### config.mk
export PLATFORM = sky130hd
export DESIGN_NAME = prog_run_ctrl
export DESIGN_NICKNAME = d
export VERILOG_FILES = /design/src/rtl/prog_run_pkg.sv /design/src/rtl/prog_run_ctrl_sat_counter.sv /design/src/rtl/prog_run_ctrl.sv
export SDC_FILE = /design/constraint.sdc
export NUM_CORES = 1
export LEC_CHECK = 0
export CAP_MARGIN = 20
export CORE_MARGIN = 1.5
export CORE_UTILIZATION = 60
export DETAILED_ROUTE_END_ITERATION = 10
export DONT_BUFFER_PORTS = 1
export PLACE_DENSITY = 0.73
export REMOVE_ABC_BUFFERS = 1
export SETUP_SLACK_MARGIN = 0.02
export SKIP_CTS_REPAIR_TIMING = 1
export SLEW_MARGIN = 20
export SYNTH_ARGS = -nofsm -noshare
export SYNTH_HDL_FRONTEND = slang
export SYNTH_SLANG_ARGS = --single-unit
### constraint.sdc
create_clock -name CLK -period 3.68 [get_ports CLK]
set_input_delay 0.736 -clock CLK [delete_from_list [all_inputs] [get_ports CLK]]
set_output_delay 0.736 -clock CLK [all_outputs]
set_load 0.01 [all_outputs]
### src/rtl/prog_run_pkg.sv
// Shared types and width helpers for the program run controller.
package prog_run_pkg;

  typedef enum logic [2:0] {
    ST_IDLE    = 3'd0,
    ST_CLEAR   = 3'd1,
    ST_INIT    = 3'd2,
    ST_LAUNCH  = 3'd3,
    ST_RUN     = 3'd4,
    ST_CHK_RD  = 3'd5,
    ST_CHK_CMP = 3'd6,
    ST_DONE    = 3'd7
  } state_e;

  localparam int unsigned STATE_W = 3;

  // Bits needed to index n entries; never narrower than one bit.
  function automatic int unsigned cnt_w(input int unsigned n);
    return (n <= 1) ? 1 : $clog2(n);
  endfunction

  // One shared index counter walks the clear, preload and check sequences.
  function automatic int unsigned idx_w(input int unsigned aw,
                                        input int unsigned n_init,
                                        input int unsigned n_check);
    int unsigned w;
    w = aw;
    if (cnt_w(n_init) > w)  w = cnt_w(n_init);
    if (cnt_w(n_check) > w) w = cnt_w(n_check);
    return w;
  endfunction

endpackage

### src/rtl/prog_run_ctrl_sat_counter.sv
// Saturating up-counter with enable and synchronous clear; clear has priority.
module sat_counter #(
  parameter int unsigned W = 8
) (
  input  logic         clk_i,
  input  logic         rst_i,
  input  logic         clr_i,
  input  logic         en_i,
  output logic [W-1:0] cnt_o
);

  logic [W-1:0] cnt_q;
  logic [W-1:0] cnt_d;

  // NOTE: next-state defaults to the held value first, so no path leaves cnt_d unassigned (no latch).
  always_comb begin
    cnt_d = cnt_q;
    if (clr_i) begin
      cnt_d = '0;
    end else if (en_i && (cnt_q != '1)) begin
      cnt_d = cnt_q + 1'b1;
    end
  end

  // NOTE: state registers use non-blocking assignments so all flops update together at the edge.
  always_ff @(posedge clk_i) begin
    if (rst_i) begin
      cnt_q <= '0;
    end else begin
      cnt_q <= cnt_d;
    end
  end

  assign cnt_o = cnt_q;

endmodule

### src/rtl/prog_run_ctrl.sv
// Run controller: clear/preload data memory, launch the CPU, wait for halt
// under a timeout, then read back and compare result words.
module prog_run_ctrl
  import prog_run_pkg::*;
#(
  parameter int unsigned DW      = 8,
  parameter int unsigned AW      = 8,
  parameter int unsigned N_INIT  = 3,
  parameter int unsigned N_CHECK = 3,
  parameter int unsigned CLR_MEM = 1,
  parameter int unsigned TIMEOUT = 4096,
  parameter int unsigned CW      = 16
) (
  input  logic                             CLK,
  input  logic                             Reset,
  input  logic                             go,
  input  logic [N_INIT*AW-1:0]             init_addr,
  input  logic [N_INIT*DW-1:0]             init_data,
  input  logic [N_CHECK*AW-1:0]            chk_addr,
  input  logic [N_CHECK*DW-1:0]            chk_exp,
  output logic                             mem_we,
  output logic [AW-1:0]                    mem_addr,
  output logic [DW-1:0]                    mem_wdata,
  input  logic [DW-1:0]                    mem_rdata,
  output logic                             dut_start,
  input  logic                             dut_halt,
  output logic                             busy,
  output logic                             done,
  output logic                             pass,
  output logic                             timed_out,
  output logic [$clog2(N_CHECK+1)-1:0]     err_count,
  output logic [cnt_w(N_CHECK)-1:0]        first_fail,
  output logic [CW-1:0]                    cycle_count
);

  localparam int unsigned EW = $clog2(N_CHECK + 1);
  localparam int unsigned FW = cnt_w(N_CHECK);
  localparam int unsigned IW = idx_w(AW, N_INIT, N_CHECK);

  localparam logic [IW-1:0] CLR_LAST  = IW'((1 << AW) - 1);
  localparam logic [IW-1:0] INIT_LAST = IW'(N_INIT - 1);
  localparam logic [IW-1:0] CHK_LAST  = IW'(N_CHECK - 1);

  state_e        state_q, state_d;
  logic [EW-1:0] err_q, err_d;
  logic [FW-1:0] ff_q, ff_d;
  logic          to_q, to_d;

  logic [IW-1:0] idx;
  logic          idx_clr, idx_en;
  logic          cyc_clr, cyc_en;
  logic          cyc_hit;

  logic [AW-1:0] init_a, chk_a;
  logic [DW-1:0] init_d, chk_e;

  sat_counter #(.W(IW)) u_idx (
    .clk_i (CLK),
    .rst_i (Reset),
    .clr_i (idx_clr),
    .en_i  (idx_en),
    .cnt_o (idx)
  );

  sat_counter #(.W(CW)) u_cyc (
    .clk_i (CLK),
    .rst_i (Reset),
    .clr_i (cyc_clr),
    .en_i  (cyc_en),
    .cnt_o (cycle_count)
  );

  // The cycle that brings cycle_count up to TIMEOUT is the last RUN cycle.
  assign cyc_hit = (32'(cycle_count) + 32'd1) >= 32'(TIMEOUT);

  always_comb begin
    init_a = '0;
    init_d = '0;
    chk_a  = '0;
    chk_e  = '0;
    for (int k = 0; k < int'(N_INIT); k++) begin
      if (idx == IW'(k)) begin
        init_a = init_addr[k*AW +: AW];
        init_d = init_data[k*DW +: DW];
      end
    end
    for (int k = 0; k < int'(N_CHECK); k++) begin
      if (idx == IW'(k)) begin
        chk_a = chk_addr[k*AW +: AW];
        chk_e = chk_exp[k*DW +: DW];
      end
    end
  end

  always_comb begin
    state_d   = state_q;
    err_d     = err_q;
    ff_d      = ff_q;
    to_d      = to_q;
    idx_clr   = 1'b0;
    idx_en    = 1'b0;
    cyc_clr   = 1'b0;
    cyc_en    = 1'b0;
    mem_we    = 1'b0;
    mem_addr  = '0;
    mem_wdata = '0;
    dut_start = 1'b1;

    unique case (state_q)
      ST_IDLE, ST_DONE: begin
        if (go) begin
          state_d = (CLR_MEM != 0) ? ST_CLEAR : ST_INIT;
          idx_clr = 1'b1;
          cyc_clr = 1'b1;
          err_d   = '0;
          ff_d    = '0;
          to_d    = 1'b0;
        end
      end
      ST_CLEAR: begin
        mem_we   = 1'b1;
        mem_addr = idx[AW-1:0];
        idx_en   = 1'b1;
        if (idx == CLR_LAST) begin
          state_d = ST_INIT;
          idx_clr = 1'b1;
        end
      end
      ST_INIT: begin
        mem_we    = 1'b1;
        mem_addr  = init_a;
        mem_wdata = init_d;
        idx_en    = 1'b1;
        if (idx == INIT_LAST) begin
          state_d = ST_LAUNCH;
          idx_clr = 1'b1;
        end
      end
      ST_LAUNCH: begin
        // Halt is not looked at here: it may still be left over from the previous run.
        dut_start = 1'b0;
        state_d   = ST_RUN;
      end
      ST_RUN: begin
        dut_start = 1'b0;
        cyc_en    = 1'b1;
        if (dut_halt) begin
          state_d = ST_CHK_RD;
        end else if (cyc_hit) begin
          state_d = ST_DONE;
          to_d    = 1'b1;
        end
      end
      ST_CHK_RD: begin
        dut_start = 1'b0;
        mem_addr  = chk_a;
        state_d   = ST_CHK_CMP;
      end
      ST_CHK_CMP: begin
        dut_start = 1'b0;
        mem_addr  = chk_a;
        if (mem_rdata != chk_e) begin
          err_d = err_q + 1'b1;
          if (err_q == '0) ff_d = idx[FW-1:0];
        end
        if (idx == CHK_LAST) begin
          state_d = ST_DONE;
          idx_clr = 1'b1;
        end else begin
          idx_en  = 1'b1;
          state_d = ST_CHK_RD;
        end
      end
      default: state_d = ST_IDLE;
    endcase
  end

  always_ff @(posedge CLK) begin
    if (Reset) begin
      state_q <= ST_IDLE;
      err_q   <= '0;
      ff_q    <= '0;
      to_q    <= 1'b0;
    end else begin
      state_q <= state_d;
      err_q   <= err_d;
      ff_q    <= ff_d;
      to_q    <= to_d;
    end
  end

  assign busy       = (state_q != ST_IDLE) && (state_q != ST_DONE);
  assign done       = (state_q == ST_DONE);
  assign pass       = done && (err_q == '0) && !to_q;
  assign timed_out  = to_q;
  assign err_count  = err_q;
  assign first_fail = ff_q;

endmodule

* Word-level counts from Yosys, hierarchy flattened
Index checks and enable logic that the tools add are counted.
** Word-level totals
- Word-level logic and storage cells :: 97
- Bits of input ports :: 108
- Flip-flop bits (word level) :: 32
- Output and inout bits :: 42
** Operators by class
- Reduce and logical (&&, ||, !) cells :: 23
- Add/sub/neg operators :: 4
- Multiplexer cells :: 41
- Equal/unequal tests :: 22
- $lt $le $gt $ge :: 1
** Operator list (number)
- two-way mux 8 bit :: 13
- one-hot mux 8 bit (3 select lines) :: 1
- one-hot mux 3 bit (7 select lines) :: 1
- adder 16 x 1 -> 17 bit, second input constant :: 1
- greater-or-equal comparator 17 x 13 -> 1 bit, second input constant :: 1
- adder 16 x 1 -> 16 bit, second input constant :: 1
- inequality test 16 bit, second input constant :: 1
- two-way mux 3 bit :: 5
- inequality test 2 bit, second input constant :: 7
- == test 3 bit, second input constant :: 4
- AND reduction 4 bit :: 3
- OR reduction 2 bit :: 6
- two-way mux 1 bit :: 11
- two-way mux 2 bit :: 5
- adder 8 x 1 -> 8 bit, second input constant :: 1
- == test 8 x 1 -> 1 bit, second input constant :: 1
- == test 8 x 2 -> 1 bit, second input constant :: 1
- == test 8 bit, second input constant :: 1
- logical NOT 8 bit :: 1
- inequality test 8 bit :: 1
- inequality test 8 bit, second input constant :: 1
- one-hot mux 2 bit (2 select lines) :: 2
- == test 3 x 2 -> 1 bit, second input constant :: 2
- inequality test 3 bit, second input constant :: 2
- 12 further kinds :: 18

* Longest topological paths before layout
- Word-level depth :: 7
- Depth in mapped cells :: 10
- Gate-level depth less buffers :: 9

* Hierarchy
Synthesis repeated with hierarchy kept, for this count alone.
** Unflattened totals
- Cell total of the unflattened synthesis :: 437
- Area, all modules :: 3273.1 um^2
** Modules (own cells, without submodules)
- prog_run_ctrl :: cells an instance 288, seq. area each 160.2 um^2, area an instance 1920.6 um^2, instances 1
- sat_counter (u_cyc) :: cells an instance 102, seq. area each 320.3 um^2, area an instance 917.1 um^2, instances 1
- sat_counter (u_idx) :: cells an instance 47, seq. area each 160.2 um^2, area an instance 435.4 um^2, instances 1

* Worst setup path after synthesis
No wires, ideal clock.
- Kind :: register -> output
- From :: register u_idx.cnt_q[1], in the netlist u_idx.cnt_o[1]
- To :: output mem_wdata[1]
- Cell stages (with the launch flop) :: 11
- Buffers on the path :: 2
- Arrival :: 1.921 ns
- Required time :: 2.944 ns
- Path slack :: 1.023 ns
- Cell sequence :: dfxtp_1 > inv_1 > ha_1 > nor2b_1 > clkbuf_1 > and3_1 > clkbuf_1 > a22oi_1 > nor2_1 > a21oi_1 > nor2_1
** On the way
- Word-level cells in the longest chain between the ends :: 5
- Elaborated cells on any way between the ends :: 7
- Classes of those cells :: eq/ne (2); mux (4); reduce/logical (1)
** RTL lines
- start, declared :: line prog_run_ctrl_sat_counter.sv:12 : logic [W-1:0] cnt_q;
- start signal, assigned :: line prog_run_ctrl_sat_counter.sv:30 : cnt_q <= cnt_d;
- logical NOT 8 bit :: line prog_run_ctrl.sv:82 : if (idx == IW'(k)) begin
- two-way mux 8 bit (2 in a row) :: line prog_run_ctrl.sv:82
- two-way mux 8 bit (*) :: line prog_run_ctrl.sv:82
- two-way mux 8 bit (*) :: line prog_run_ctrl.sv:109 : unique case (state_q)
- end, declared :: line prog_run_ctrl.sv:23 : output logic [DW-1:0] mem_wdata,
Mark *: on every way between the ends. The rest lies on a longest branch, timed or not.

* Worst setup path after layout
Ends and elaborated chain as after synthesis.

==> metrics.md <==
| Metric | Value |
|---|---|
| FF-to-FF path depth | `9` |
| Final Skew | `around 0.0026 ns` |
| Slew headroom | `48.1%` |
| Worst Path Arrival | `between 2 and 3 ns` |
| Hold Path Depth | `1` |
| Maxcap violations | `0` |
| GR Util All Layers | `29.8%` |
| Largest net degree at the start of global routing | `23` |
| Crit path cell chain | `inv_1 -> ha_1 -> nor2b_1 -> and3_1 -> a22oi_1 -> nor2_1 -> a21oi_1 -> nor2_1` |
| Root Driver | `clkbuf_8` |
| Minimum clock period | `between 3 and 4 ns` |
| DIE HEIGHT | `68.0 um` |
| Final Instance Area | `2680 um2` |
| Slew Limit Fails | `0` |
| Pin slew with the least headroom to its limit | `0.779 ns` |
| Largest family of logic cells by synthesized area | `simple AND/OR/NAND/NOR gates` |
| CTS tree | `yes` |
| DR vias | `between 2,000 and 3,000` |
| Outcome | `completed` |
| Biggest cell delay along the critical path | `0.69 ns` |
| Starting density of the core | `62.9%` |
| Number of synthesized flops with an enable pin | `0` |
| Area leader, netlist | `dfxtp_1` |
| Final Hold Fails | `0` |
| Core Util, Final | `66.5%` |
| CP dominant cell by count | `nor2_1` |
| Synthesis-to-finish area growth | `5.73%` |
| DRC viols | `0` |
| Async SR Flop Fraction | `0%` |
| Register Area | `about 640 um2` |
| Seq/Total Area, Yosys | `25.3%` |
| HP Class | `input port to flop` |
| Initial DRC Count | `around 170` |
| Final WS setup | `between 0.2 and 0.3 ns` |
| Synth warn | `0` |
| First-pass GRT wire length | `10.5 mm` |
| Total power | `1.49 mW` |
| # port buffers | `0` |
| Clock buffer depth | `2` |
| Slowest cell on the critical path | `and3_1` |
| Die width | `68.0 um` |
| WS Path Type | `flop to primary output` |
| Count of state elements after synthesis | `32` |
| Drt wl/cell | `about 19 um` |
| Setup violators final | `0` |
| Number of diodes | `0` |
| Synth Flop Type | `dfxtp_1` |
| Setup TNS | `0 ns` |
| Compound-Gate Fraction of Synth Area | `27.8%` |
| Total core area | `4030 um2` |
| Placed wire-length estimate | `around 5.6 mm` |
| TritonCTS Buffers | `5` |
| DR vias/cell | `6.71` |
| Average size of a mapped cell | `7.38 um2` |
| Post-Syn Area | `2530 um2` |
| Synth area leaders | `dfxtp_1 (25%), nor2_1 (9.6%), a22oi_1 (7.1%)` |
| Placed Instances | `380` |
| H-Tree Depth | `2` |
| Fill count | `362` |
| Gpl congestion | `slightly below 0.9` |
| Post-Syn Instances | `343` |
| Layout cell share with drive strength beyond 1 | `around 6.2%` |
| Crit start category | `flop` |
| LEAKAGE | `0.924 nW` |
| XOR/XNOR share of the synthesized area | `6.92%` |
| WL final | `7.26 mm` |
| Critical Path RT | `2.94 ns` |
| Pre-CTS WS | `0.595 ns` |
| Area of the multi-input gates | `approximately 1800 um2` |
| Rows | `23` |
| Simple logic cell fraction of the synthesized area | `between 20 and 30%` |
| Boundary pin count | `150` |
| Power Dens Cells | `roughly 560 nW/um2` |
| Synth Area in Adders | `approximately 3.5%` |
| Period utilisation layout | `92.4%` |
| DR pass1 iterations | `4` |
| Maximum clock frequency | `slightly below 300 MHz` |
| Post-DRT Antenna Nets | `0` |
| Clk sinks | `32` |
| VDD IR max | `0.000378 V` |
| Unrepaired setup endpoints after global routing | `no` |
| GRT overflow | `0` |
| Final std cells w/o fill | `388` |
| Worst hold slack | `0.515 ns` |
| CP max FO | `22` |
| Setup crit end kind | `primary output` |
| Synth unique cells | `between 40 and 50` |
| Die ar. | `4620 um2` |
| Post-synthesis mux area share | `2.17%` |
| Area of placed instances | `2570 um2` |
| Worst skew pair latency | `0.28 ns` |
| Clock-pin transition on the worst setup and hold timing paths | `approximately 0.06 ns` |
| Vias in the first global route | `2,330` |
| Synth top area share | `25.3%` |
| Initial antenna violation count | `0` |
| Final net count | `~450` |
final timing paths:
| path | from | end | slack (ns) |
|---|---|---|---|
| min | Reset | err_count[0]$_SDFFE_PP0P_ | 0.52 |
| max reg2reg | u_idx.cnt_o[0]$_SDFFE_PP0P_ | first_fail[1]$_SDFFE_PP0P_ | 0.77 |
| max | u_idx.cnt_o[1]$_SDFFE_PP0P_ | mem_wdata[1] | 0.28 |
| min reg2reg | first_fail[0]$_SDFFE_PP0P_ | first_fail[0]$_SDFFE_PP0P_ | 0.52 |
cell usage after synthesis (2+ instances only):
master,instances
inv_1,11
nor3_1,12
ha_1,7
o21ai_0,6
mux2i_1,4
buf_1,2
nor4_1,12
o21a_1,2
xnor2_1,10
nand4_1,8
nor2_1,65
or3_1,7
dfxtp_1,32
o22ai_1,4
o221ai_1,4
nand2_1,21
nand3_1,6
a31oi_1,3
a211o_1,3
buf_2,2
xor2_1,10
o31ai_1,2
a22o_1,2
a211oi_1,2
a221oi_1,16
and3_1,6
o31a_1,8
clkbuf_1,16
nand2b_1,6
a21oi_1,15
a22oi_1,24
cells in the final DEF, fill, tap and decap left out, types with 4 or more instances in the layout:
cell,count
nor2_1,65
dfxtp_1,32
a22oi_1,24
nand2_1,21
a221oi_1,16
a21oi_1,15
nor3_1,12
nor4_1,12
inv_1,11
xnor2_1,10
xor2_1,10
nand4_1,8
o31a_1,8
or3_1,7
ha_1,7
buf_4,7
nand2b_1,6
and3_1,6
nand3_1,6
o21ai_0,6
clkbuf_8,5
o22ai_1,4
o221ai_1,4
mux2i_1,4
power breakdown:
group,switching (mW),internal (mW)
combinational,0.468,0.283
clock,0.126,0.201
sequential,0.0456,0.366
total,0.640,0.850
cell type report:
| class | count | share of cell area, % |
|---|---|---|
| clock buffer | 6 | 2.71 |
| clock inverter | 2 | 1.31 |
| inverter | 12 | 1.68 |
| multi-input combinational | 279 | 66.1 |
| sequential | 32 | 23.9 |
| tap | 50 | 2.34 |
| timing repair buffer | 7 | 1.96 |
flip-flops by register name, summed over array words and instances, names as in the netlist:
| signal | cells |
|---|---|
| err_count | 2 |
| first_fail | 2 |
| state_q | 3 |
| timed_out | 1 |
| u_cyc.cnt_o | 16 |
| u_idx.cnt_o | 8 |
critical path: cells and delay by family (launching register included):
family / cells / cell delay, ns
simple gates: 4 / 1.29
flops: 1 / 0.42
fa+ha+maj: 1 / 0.34
compound gates: 2 / 0.22
buf+inv: 1 / 0.11
cells by family after synthesis:
family,Yosys count
compound gates,95
xor+xnor,20
fa+ha+maj,7
buf+inv,32
flops,32
mux,5
simple gates,152
metal layers:
layer	vias to the layer above	track usage, %	routed length [um]
li1	1269	-	-
met3	20	5.10	487
met4	0	15.5	230
met2	105	52.2	3660
met1	1209	34.5	2880
met5	-	0	0
(Power assumes the default switching activity.)
